$ cat src/rtl/uart_calc_pkg.sv
// Shared constants and types for the UART calculator (ASCII codes, calculator state, operator).
package uart_calc_pkg;

  localparam logic [7:0] CH_0     = 8'h30;
  localparam logic [7:0] CH_9     = 8'h39;
  localparam logic [7:0] CH_PLUS  = 8'h2B;
  localparam logic [7:0] CH_MINUS = 8'h2D;
  localparam logic [7:0] CH_MUL   = 8'h2A;
  localparam logic [7:0] CH_DIV   = 8'h2F;
  localparam logic [7:0] CH_EQ    = 8'h3D;
  localparam logic [7:0] CH_SP    = 8'h20;
  localparam logic [7:0] CH_I     = 8'h49;
  localparam logic [7:0] CH_U     = 8'h55;
  localparam logic [7:0] CH_S     = 8'h53;

  typedef enum logic {S_A, S_B} calc_state_e;
  typedef enum logic [1:0] {OP_ADD, OP_SUB, OP_MUL, OP_DIV} op_e;

  function automatic logic [7:0] to_ascii(input logic [3:0] d);
    return CH_0 + {4'd0, d};
  endfunction

endpackage

$ cat src/rtl/uart_calc_tx.sv
// 8N1 serial transmitter; ready rises in the last stop-bit cycle so frames run back to back.
module uart_tx #(
  parameter int CLKS_PER_BIT = 16
) (
  input  logic       clk,
  input  logic       rst,
  input  logic       start,
  input  logic [7:0] data,
  output logic       txd,
  output logic       tx_valid,
  output logic       ready
);
  localparam int CW = $clog2(CLKS_PER_BIT);

  logic [9:0]    shreg;
  logic [3:0]    bitn;
  logic [CW-1:0] cnt;
  logic          active;
  logic          bit_end;

  assign bit_end  = (cnt == CW'(CLKS_PER_BIT - 1));
  assign ready    = !active || (bitn == 4'd9 && bit_end);
  assign txd      = active ? shreg[0] : 1'b1;
  assign tx_valid = active;

  always_ff @(posedge clk) begin
    if (rst) begin
      active <= 1'b0;
      shreg  <= '1;
      bitn   <= '0;
      cnt    <= '0;
    end else if (start && ready) begin
      shreg  <= {1'b1, data, 1'b0};
      active <= 1'b1;
      bitn   <= '0;
      cnt    <= '0;
    end else if (active) begin
      if (bit_end) begin
        cnt <= '0;
        if (bitn == 4'd9) begin
          active <= 1'b0;
        end else begin
          bitn  <= bitn + 4'd1;
          shreg <= {1'b1, shreg[9:1]};
        end
      end else begin
        cnt <= cnt + CW'(1);
      end
    end
  end

endmodule

$ cat src/rtl/uart_calc_top.sv
// UART ASCII calculator top: receiver, calculator FSM, decimal converter, tx queue.
// Define ECHO_EN to queue every received character for transmission ahead of its response.
module uart_calc_top
  import uart_calc_pkg::*;
#(
  parameter int CLKS_PER_BIT = 16,
  parameter int MAX_DIGITS   = 4,
  parameter int TXQ_DEPTH    = 16
) (
  input  logic clk,
  input  logic n_rst,
  input  logic rxd,
  input  logic rx_start,
  output logic txd,
  output logic tx_valid
);
  localparam int RCW = $clog2(CLKS_PER_BIT + CLKS_PER_BIT / 2);
  localparam int DW  = $clog2(MAX_DIGITS + 1);
  localparam int QAW = $clog2(TXQ_DEPTH);

  // ---------------- receiver ----------------
  logic           rx_armed, rx_busy, char_stb;
  logic [RCW-1:0] rx_cnt;
  logic [2:0]     rx_bitn;
  logic [7:0]     rx_char;

  always_ff @(posedge clk) begin
    char_stb <= 1'b0;
    if (n_rst) begin
      rx_armed <= 1'b0;
      rx_busy  <= 1'b0;
      rx_cnt   <= '0;
      rx_bitn  <= '0;
      rx_char  <= '0;
    end else if (!rx_busy) begin
      if (rx_start) begin
        rx_armed <= 1'b1;
      end else if (rx_armed && !rxd) begin
        // first wait reaches mid bit 0: one and a half bit times past the start edge
        rx_busy <= 1'b1;
        rx_cnt  <= RCW'(CLKS_PER_BIT + CLKS_PER_BIT / 2 - 1);
        rx_bitn <= '0;
      end
    end else if (rx_cnt == '0) begin
      rx_char <= {rxd, rx_char[7:1]};
      rx_cnt  <= RCW'(CLKS_PER_BIT - 1);
      rx_bitn <= rx_bitn + 3'd1;
      if (rx_bitn == 3'd7) begin
        rx_busy  <= 1'b0;
        rx_armed <= 1'b0;
        char_stb <= 1'b1;
      end
    end else begin
      rx_cnt <= rx_cnt - RCW'(1);
    end
  end

  // ---------------- calculator FSM ----------------
  calc_state_e   state, state_n;
  op_e           op, op_n;
  logic [31:0]   a, b, a_n, b_n, res, mag;
  logic [DW-1:0] a_dig, b_dig, a_dig_n, b_dig_n;
  logic          load_us, load_res, clear, neg;
  logic [31:0]   digit;

  assign digit = {28'd0, rx_char[3:0]};

  always_ff @(posedge clk) begin
    if (n_rst) begin
      state <= S_A;
      op    <= OP_ADD;
      a     <= '0;
      b     <= '0;
      a_dig <= '0;
      b_dig <= '0;
    end else begin
      state <= state_n;
      op    <= op_n;
      a     <= a_n;
      b     <= b_n;
      a_dig <= a_dig_n;
      b_dig <= b_dig_n;
    end
  end

  always_comb begin
    state_n  = state;
    op_n     = op;
    a_n      = a;
    b_n      = b;
    a_dig_n  = a_dig;
    b_dig_n  = b_dig;
    load_us  = 1'b0;
    load_res = 1'b0;
    clear    = 1'b0;
    if (char_stb) begin
      if (rx_char >= CH_0 && rx_char <= CH_9) begin
        if (state == S_A) begin
          if (a_dig != DW'(MAX_DIGITS)) begin
            a_n     = a * 32'd10 + digit;
            a_dig_n = a_dig + DW'(1);
          end
        end else if (b_dig != DW'(MAX_DIGITS)) begin
          b_n     = b * 32'd10 + digit;
          b_dig_n = b_dig + DW'(1);
        end
      end else begin
        case (rx_char)
          CH_PLUS, CH_MINUS, CH_MUL, CH_DIV: begin
            if (state == S_A) begin
              state_n = S_B;
              case (rx_char)
                CH_MINUS: op_n = OP_SUB;
                CH_MUL:   op_n = OP_MUL;
                CH_DIV:   op_n = OP_DIV;
                default:  op_n = OP_ADD;
              endcase
            end else begin
              load_us = 1'b1;
              clear   = 1'b1;
            end
          end
          CH_EQ: begin
            clear = 1'b1;
            if (state == S_B && !(op == OP_DIV && b == '0)) load_res = 1'b1;
            else                                            load_us  = 1'b1;
          end
          CH_SP: ;
          CH_I:  clear = 1'b1;
          default: begin
            load_us = 1'b1;
            clear   = 1'b1;
          end
        endcase
      end
      if (clear) begin
        state_n = S_A;
        op_n    = OP_ADD;
        a_n     = '0;
        b_n     = '0;
        a_dig_n = '0;
        b_dig_n = '0;
      end
    end
  end

  always_comb begin
    case (op)
      OP_SUB:  res = a - b;
      OP_MUL:  res = a * b;
      OP_DIV:  res = (b == '0) ? '0 : a / b;
      default: res = a + b;
    endcase
    neg = res[31];
    mag = neg ? (~res + 32'd1) : res;
  end

  // ---------------- response stack / decimal converter ----------------
  // Digits are produced LS first onto a stack, so popping yields sign then MS digit first.
  logic [7:0]  stk [16];
  logic [3:0]  sp;
  logic        cnv_busy, cnv_neg, echo_push, seq_pop;
  logic [31:0] cnv_mag;

`ifdef ECHO_EN
  assign echo_push = char_stb;
`else
  assign echo_push = 1'b0;
`endif

  assign seq_pop = (sp != 4'd0) && !cnv_busy && !echo_push;

  always_ff @(posedge clk) begin
    if (n_rst) begin
      cnv_busy <= 1'b0;
      cnv_neg  <= 1'b0;
      cnv_mag  <= '0;
      sp       <= '0;
    end else if (load_res) begin
      cnv_busy <= 1'b1;
      cnv_mag  <= mag;
      cnv_neg  <= neg;
      sp       <= '0;
    end else if (load_us) begin
      stk[1] <= CH_U;
      stk[0] <= CH_S;
      sp     <= 4'd2;
    end else if (cnv_busy) begin
      stk[sp] <= to_ascii(4'(cnv_mag % 32'd10));
      cnv_mag <= cnv_mag / 32'd10;
      sp      <= sp + 4'd1;
      if (cnv_mag < 32'd10) begin
        cnv_busy <= 1'b0;
        if (cnv_neg) begin
          stk[sp + 4'd1] <= CH_MINUS;
          sp             <= sp + 4'd2;
        end
      end
    end else if (seq_pop) begin
      sp <= sp - 4'd1;
    end
  end

  // ---------------- tx queue ----------------
  logic [7:0] q [TXQ_DEPTH];
  logic [QAW:0] wptr, rptr;
  logic       q_push, q_pop, q_full, q_empty, tx_ready;
  logic [7:0] q_din;

  assign q_push  = echo_push || seq_pop;
  assign q_din   = echo_push ? rx_char : stk[sp - 4'd1];
  assign q_empty = (wptr == rptr);
  assign q_full  = (wptr[QAW] != rptr[QAW]) && (wptr[QAW-1:0] == rptr[QAW-1:0]);
  assign q_pop   = !q_empty && tx_ready;

  always_ff @(posedge clk) begin
    if (n_rst) begin
      wptr <= '0;
      rptr <= '0;
    end else begin
      if (q_push && !q_full) begin
        q[wptr[QAW-1:0]] <= q_din;
        wptr             <= wptr + (QAW+1)'(1);
      end
      if (q_pop) rptr <= rptr + (QAW+1)'(1);
    end
  end

  uart_tx #(.CLKS_PER_BIT(CLKS_PER_BIT)) u_tx (
    .clk      (clk),
    .rst      (n_rst),
    .start    (q_pop),
    .data     (q[rptr[QAW-1:0]]),
    .txd      (txd),
    .tx_valid (tx_valid),
    .ready    (tx_ready)
  );

endmodule

$ cat config.mk
export PLATFORM = sky130hd
export DESIGN_NAME = uart_calc_top
export DESIGN_NICKNAME = d
export VERILOG_FILES = /design/src/rtl/uart_calc_pkg.sv /design/src/rtl/uart_calc_tx.sv /design/src/rtl/uart_calc_top.sv
export SDC_FILE = /design/constraint.sdc
export NUM_CORES = 2
export LEC_CHECK = 0
export CAP_MARGIN = 30
export CORE_MARGIN = 2
export CORE_UTILIZATION = 40
export CTS_BUF_LIST = sky130_fd_sc_hd__clkbuf_16
export CTS_CLUSTER_SIZE = 40
export DETAILED_ROUTE_END_ITERATION = 10
export PLACE_DENSITY_LB_ADDON = 0.08
export RECOVER_POWER = 50
export SLEW_MARGIN = 0
export SYNTH_ARGS = -nofsm -noshare
export SYNTH_HDL_FRONTEND = slang
export SYNTH_SLANG_ARGS = --single-unit
export TNS_END_PERCENT = 100
$ cat constraint.sdc
create_clock -name clk -period 165.2 [get_ports clk]
set_input_delay 41.3 -clock clk [delete_from_list [all_inputs] [get_ports clk]]
set_output_delay 41.3 -clock clk [all_outputs]
set_load 0.02 [all_outputs]
==> impl_metrics.prom <==
# TYPE chip_impl_metric gauge
chip_impl_metric{name="ant_nets",unit=""} 0
chip_impl_metric{name="area_delta_synth_final",unit="%"} 5.98
chip_impl_info{name="timing.critical_path.mode_cell",value="o21a_1"} 1
chip_impl_info{name="class_of_the_tightest_hold_or_removal_check",value="reg -> reg"} 1
chip_impl_metric{name="ys_types",unit=""} 138
chip_impl_metric{name="data_arrival_at_the_endpoint_of_the_critical_path",unit="ns"} 129.06
chip_impl_metric{name="die_area",unit="um^2"} 163000
chip_impl_metric{name="grt_pass1_wl",unit="um"} 343000
chip_impl_metric{name="port_buffers",unit=""} 5
chip_impl_metric{name="timing.reg2reg.setup_slack",unit="ns"} 36.52
chip_impl_metric{name="hpwl_after_detailed_placement",unit="um"} 172000
chip_impl_metric{name="cts.clk_slew.worst_paths",unit="ns"} 0.06
chip_impl_metric{name="drt_iter0_markers",unit=""} 3920
chip_impl_metric{name="p_leak",unit="uW"} 0.0294
chip_impl_metric{name="grt_util_all_layers",unit=""} 0.273
chip_impl_metric{name="synth_seq_cells",unit=""} 358
chip_impl_metric{name="postSynthNetCount",unit=""} 9088
chip_impl_metric{name="nNetsFinal",unit=""} 8936
chip_impl_metric{name="grtUsageMet2",unit=""} 0.462
chip_impl_metric{name="cap_viol_max_count",unit=""} 3
chip_impl_metric{name="initial_cell_density_of_the_core",unit=""} 0.403
chip_impl_metric{name="clkSinkCount",unit=""} 358
chip_impl_info{name="startpoint_type",value="flip-flop"} 1
chip_impl_info{name="yosys.cell_count.top_type",value="nand2_1"} 1
chip_impl_metric{name="first_global_vias",unit=""} 55300
chip_impl_metric{name="critical_path.max_stage_delay",unit="ns"} 0.76
chip_impl_metric{name="timing.final.ws_setup",unit="ns"} 36.52
chip_impl_metric{name="syn_area_per_cell",unit="um^2"} 8.15
chip_impl_metric{name="grt_start_max_net_pins",unit=""} 100
chip_impl_metric{name="cts_hold_buf",unit=""} 0
chip_impl_info{name="setup.worst_path.class",value="reg -> reg"} 1
chip_impl_metric{name="fp.coreArea",unit="um^2"} 159000
chip_impl_metric{name="htreeDepth",unit=""} 2
chip_impl_metric{name="cts_buffer_depth",unit=""} 3
chip_impl_metric{name="yosys_warnings",unit=""} 0
chip_impl_metric{name="drc",unit=""} 0
chip_impl_metric{name="slew_headroom",unit=""} -2.26
chip_impl_metric{name="antenna_found_initial",unit=""} 8
chip_impl_metric{name="via_per_inst",unit=""} 5.80
chip_impl_metric{name="p_per_area",unit="nW/um^2"} 3.60
chip_impl_metric{name="io-pin-count",unit=""} 6
chip_impl_metric{name="drt-total-wl",unit="um"} 226000
chip_impl_metric{name="dpl_worst_slack",unit="ns"} 37.87
chip_impl_metric{name="grt_util_met1",unit=""} 0.361
chip_impl_metric{name="clock.fmax",unit="MHz"} 7.77
chip_impl_metric{name="post_cts_resized",unit=""} 0
chip_impl_metric{name="mappedNetlistArea",unit="um^2"} 63900
chip_impl_metric{name="rows",unit=""} 146
chip_impl_info{name="crit-reg2reg-capture",value="cnv_mag[20]$_SDFFE_PP0P_"} 1
chip_impl_info{name="dominantRegCellSynth",value="dfxtp_1"} 1
chip_impl_info{name="failed_checks",value="capacitance limit, slew limit"} 1
chip_impl_info{name="clock-root-buffer",value="clkbuf_16"} 1
chip_impl_info{name="run_status",value="complete, but fails checks"} 1
chip_impl_metric{name="die_h",unit="um"} 404
chip_impl_metric{name="slew_violations",unit=""} 188
chip_impl_metric{name="synth_edf_count",unit=""} 112
chip_impl_metric{name="globalRouteOverflowTotal",unit=""} 0
chip_impl_metric{name="worst-r2r-cell-count",unit=""} 598
chip_impl_metric{name="post-layout-total-power",unit="uW"} 244
chip_impl_metric{name="finalHoldViolCount",unit=""} 0
chip_impl_metric{name="syn_inst",unit=""} 7843
chip_impl_info{name="grt_setup_unrepaired",value="no"} 1
chip_impl_metric{name="use_met3",unit=""} 0.0261
chip_impl_info{name="endpoint_of_the_worst_setup_timing_path",value="cnv_mag[20]$_SDFFE_PP0P_"} 1
chip_impl_metric{name="worst_ir_drop_vdd",unit="mV"} 0.00714
chip_impl_metric{name="dr_total_vias",unit=""} 56900
chip_impl_metric{name="fin_crit_sh",unit=""} 0.779
chip_impl_info{name="yosysTopAreaCell",value="ha_1"} 1
chip_impl_metric{name="required",unit="ns"} 165.58
chip_impl_metric{name="sum_neg_setup_slack",unit="ns"} 0
chip_impl_metric{name="area_fraction_of_the_dominant_cell_type_after_synthesis",unit=""} 0.162
chip_impl_metric{name="tritoncts.num_buffers",unit=""} 43
chip_impl_metric{name="max_slew.worst_pin.slew",unit="ns"} 4.89
chip_impl_info{name="crit_path_end_kind",value="flip-flop"} 1
chip_impl_metric{name="die_x",unit="um"} 404
chip_impl_info{name="cts_tree",value="yes"} 1
chip_impl_info{name="cpMaxStageDelayCell",value="a21o_2"} 1
chip_impl_metric{name="crit_fanout",unit=""} 52
chip_impl_info{name="worst_r2r_startpoint",value="b[26]$_SDFFE_PP0P_"} 1
chip_impl_info{name="startpoint",value="b[26]$_SDFFE_PP0P_"} 1
chip_impl_metric{name="final_core_occ",unit=""} 0.427
chip_impl_info{name="commonest_cells_in_the_netlist",value="863 x nand2_1, 828 x ha_1, 735 x nor2_1, 725 x inv_1, 495 x nor3_1"} 1
chip_impl_metric{name="min_period",unit="ns"} 128.68
chip_impl_info{name="synth_top_cells_by_area",value="ha_1 16%, fa_1 13%, dfxtp_1 7.7%"} 1
chip_impl_info{name="grt_busiest_layer",value="met2"} 1
chip_impl_metric{name="report.final.setup_viol",unit=""} 0
chip_impl_metric{name="wl_per_cell",unit="um"} 23.0
chip_impl_metric{name="clk-insertion-delay-late",unit="ns"} 0.65
chip_impl_metric{name="drive_above_1_share",unit=""} 0.0983
chip_impl_metric{name="yosysSeqAreaShare",unit=""} 0.130
chip_impl_metric{name="routability_congestion_estimate",unit=""} 0.945
chip_impl_metric{name="drt_first_pass_iters",unit=""} 5
chip_impl_metric{name="setup_skew",unit="ns"} 0.0621
chip_impl_metric{name="synthArstFlopShare",unit=""} 0
chip_impl_metric{name="post_cts.repair.setup_buffers",unit=""} 0
flip-flops by register name, indices dropped and copies added, names as in the netlist, 4 cells and up, named ones only:
register and cells:
b 32, u_tx.bitn 4, stk 84, rptr 5, u_tx.shreg 9, wptr 5, q 112, rx_char 8
a 32, rx_cnt 5, sp 4, u_tx.cnt 4, cnv_mag 32
worst max-delay path: cells and delay by family, from the launching register on:
family | cells | cell delay (ns)
compound gates | 509 | 102.31
xor+xnor | 1 | 0.10
mux | 17 | 5.14
simple gates | 24 | 6.27
fa+ha+maj | 32 | 9.75
buf+inv | 15 | 4.13
flops | 1 | 0.56
how the worst min path moves through the flow:
stage | startpoint | to | slack, ns | depth (start not counted)
detailed placement | stk[9][4]$_SDFFE_PP0P_ | stk[9][4]$_SDFFE_PP0P_ | 0.45 | 1
global placement | stk[9][4]$_SDFFE_PP0P_ | stk[9][4]$_SDFFE_PP0P_ | 0.44 | 1
global route | cnv_neg$_SDFFE_PP0P_ | cnv_neg$_SDFFE_PP0P_ | 0.49 | 2
floorplan | u_tx.shreg[0]$_SDFFE_PP1P_ | u_tx.shreg[0]$_SDFFE_PP1P_ | 0.43 | 2
finish | u_tx.shreg[0]$_SDFFE_PP1P_ | u_tx.shreg[0]$_SDFFE_PP1P_ | 0.46 | 2
CTS | u_tx.shreg[0]$_SDFFE_PP1P_ | u_tx.shreg[0]$_SDFFE_PP1P_ | 0.46 | 2
power by group:
group | switching (uW) | total, uW | internal [uW]
Clock | 43.1 | 100 | 57.4
Sequential | 3.32 | 101 | 98.1
Combinational | 24.8 | 42.3 | 17.4
Total | 71.2 | 244 | 173
kinds of logic after synthesis:
| group | synth area share |
|---|---|
| and+or+nand+nor | 0.192 |
| AOI/OAI and AO/OA | 0.183 |
| adders and majority gates | 0.292 |
| buffers and inverters | 0.0697 |
| muxes | 0.0901 |
| DFF | 0.130 |
| xor gates and xnor gates | 0.0438 |
layout make-up:
| cell class | count | area, um^2 |
|---|---|---|
| inverter | 735 | 2760 |
| timing repair buffer | 178 | 1330 |
| tap | 2072 | 2590 |
| clock inverter | 34 | 365 |
| sequential | 358 | 8290 |
| antenna | 3 | 7.51 |
| clock buffer | 43 | 1080 |
| multi-input combinational | 6375 | 51300 |
| fill | 16100 | 90800 |
per-layer routing:
| metal | wire (um) | up-vias |
|---|---|---|
| met1 | 99500 | 27700 |
| met3 | 11200 | 348 |
| met5 | 32 | - |
| met4 | 9920 | 4 |
| li1 | - | 27300 |
| met2 | 105000 | 1475 |
per-stage QoR:
stage	area, um^2	hold WS [ns]	std cells
2_1_floorplan	63900	0.431	7843
3_3_place_gp	66200	0.442	9705
3_5_place_dp	66300	0.452	9714
4_1_cts	67800	0.463	9791
5_1_grt	67800	0.486	9795
6_report	67800	0.458	9798
layout by cell type, fill, tap and decap left out, types with 56 or more instances in the layout:
cell	count
a211oi_1	56
buf_4	162
nand3_1	133
dfxtp_1	242
mux2_2	334
nand2_1	863
and3_1	68
a21o_1	103
inv_1	727
nor3_1	495
o31ai_1	126
and2_1	78
edfxtp_1	112
ha_1	828
o21ai_0	221
fa_1	413
a21oi_1	289
mux2i_1	77
o21a_1	459
nor2_1	734
xnor2_1	249
xor2_1	69
nand4_1	66
No activity file was read; power rests on OpenSTA's default activity.
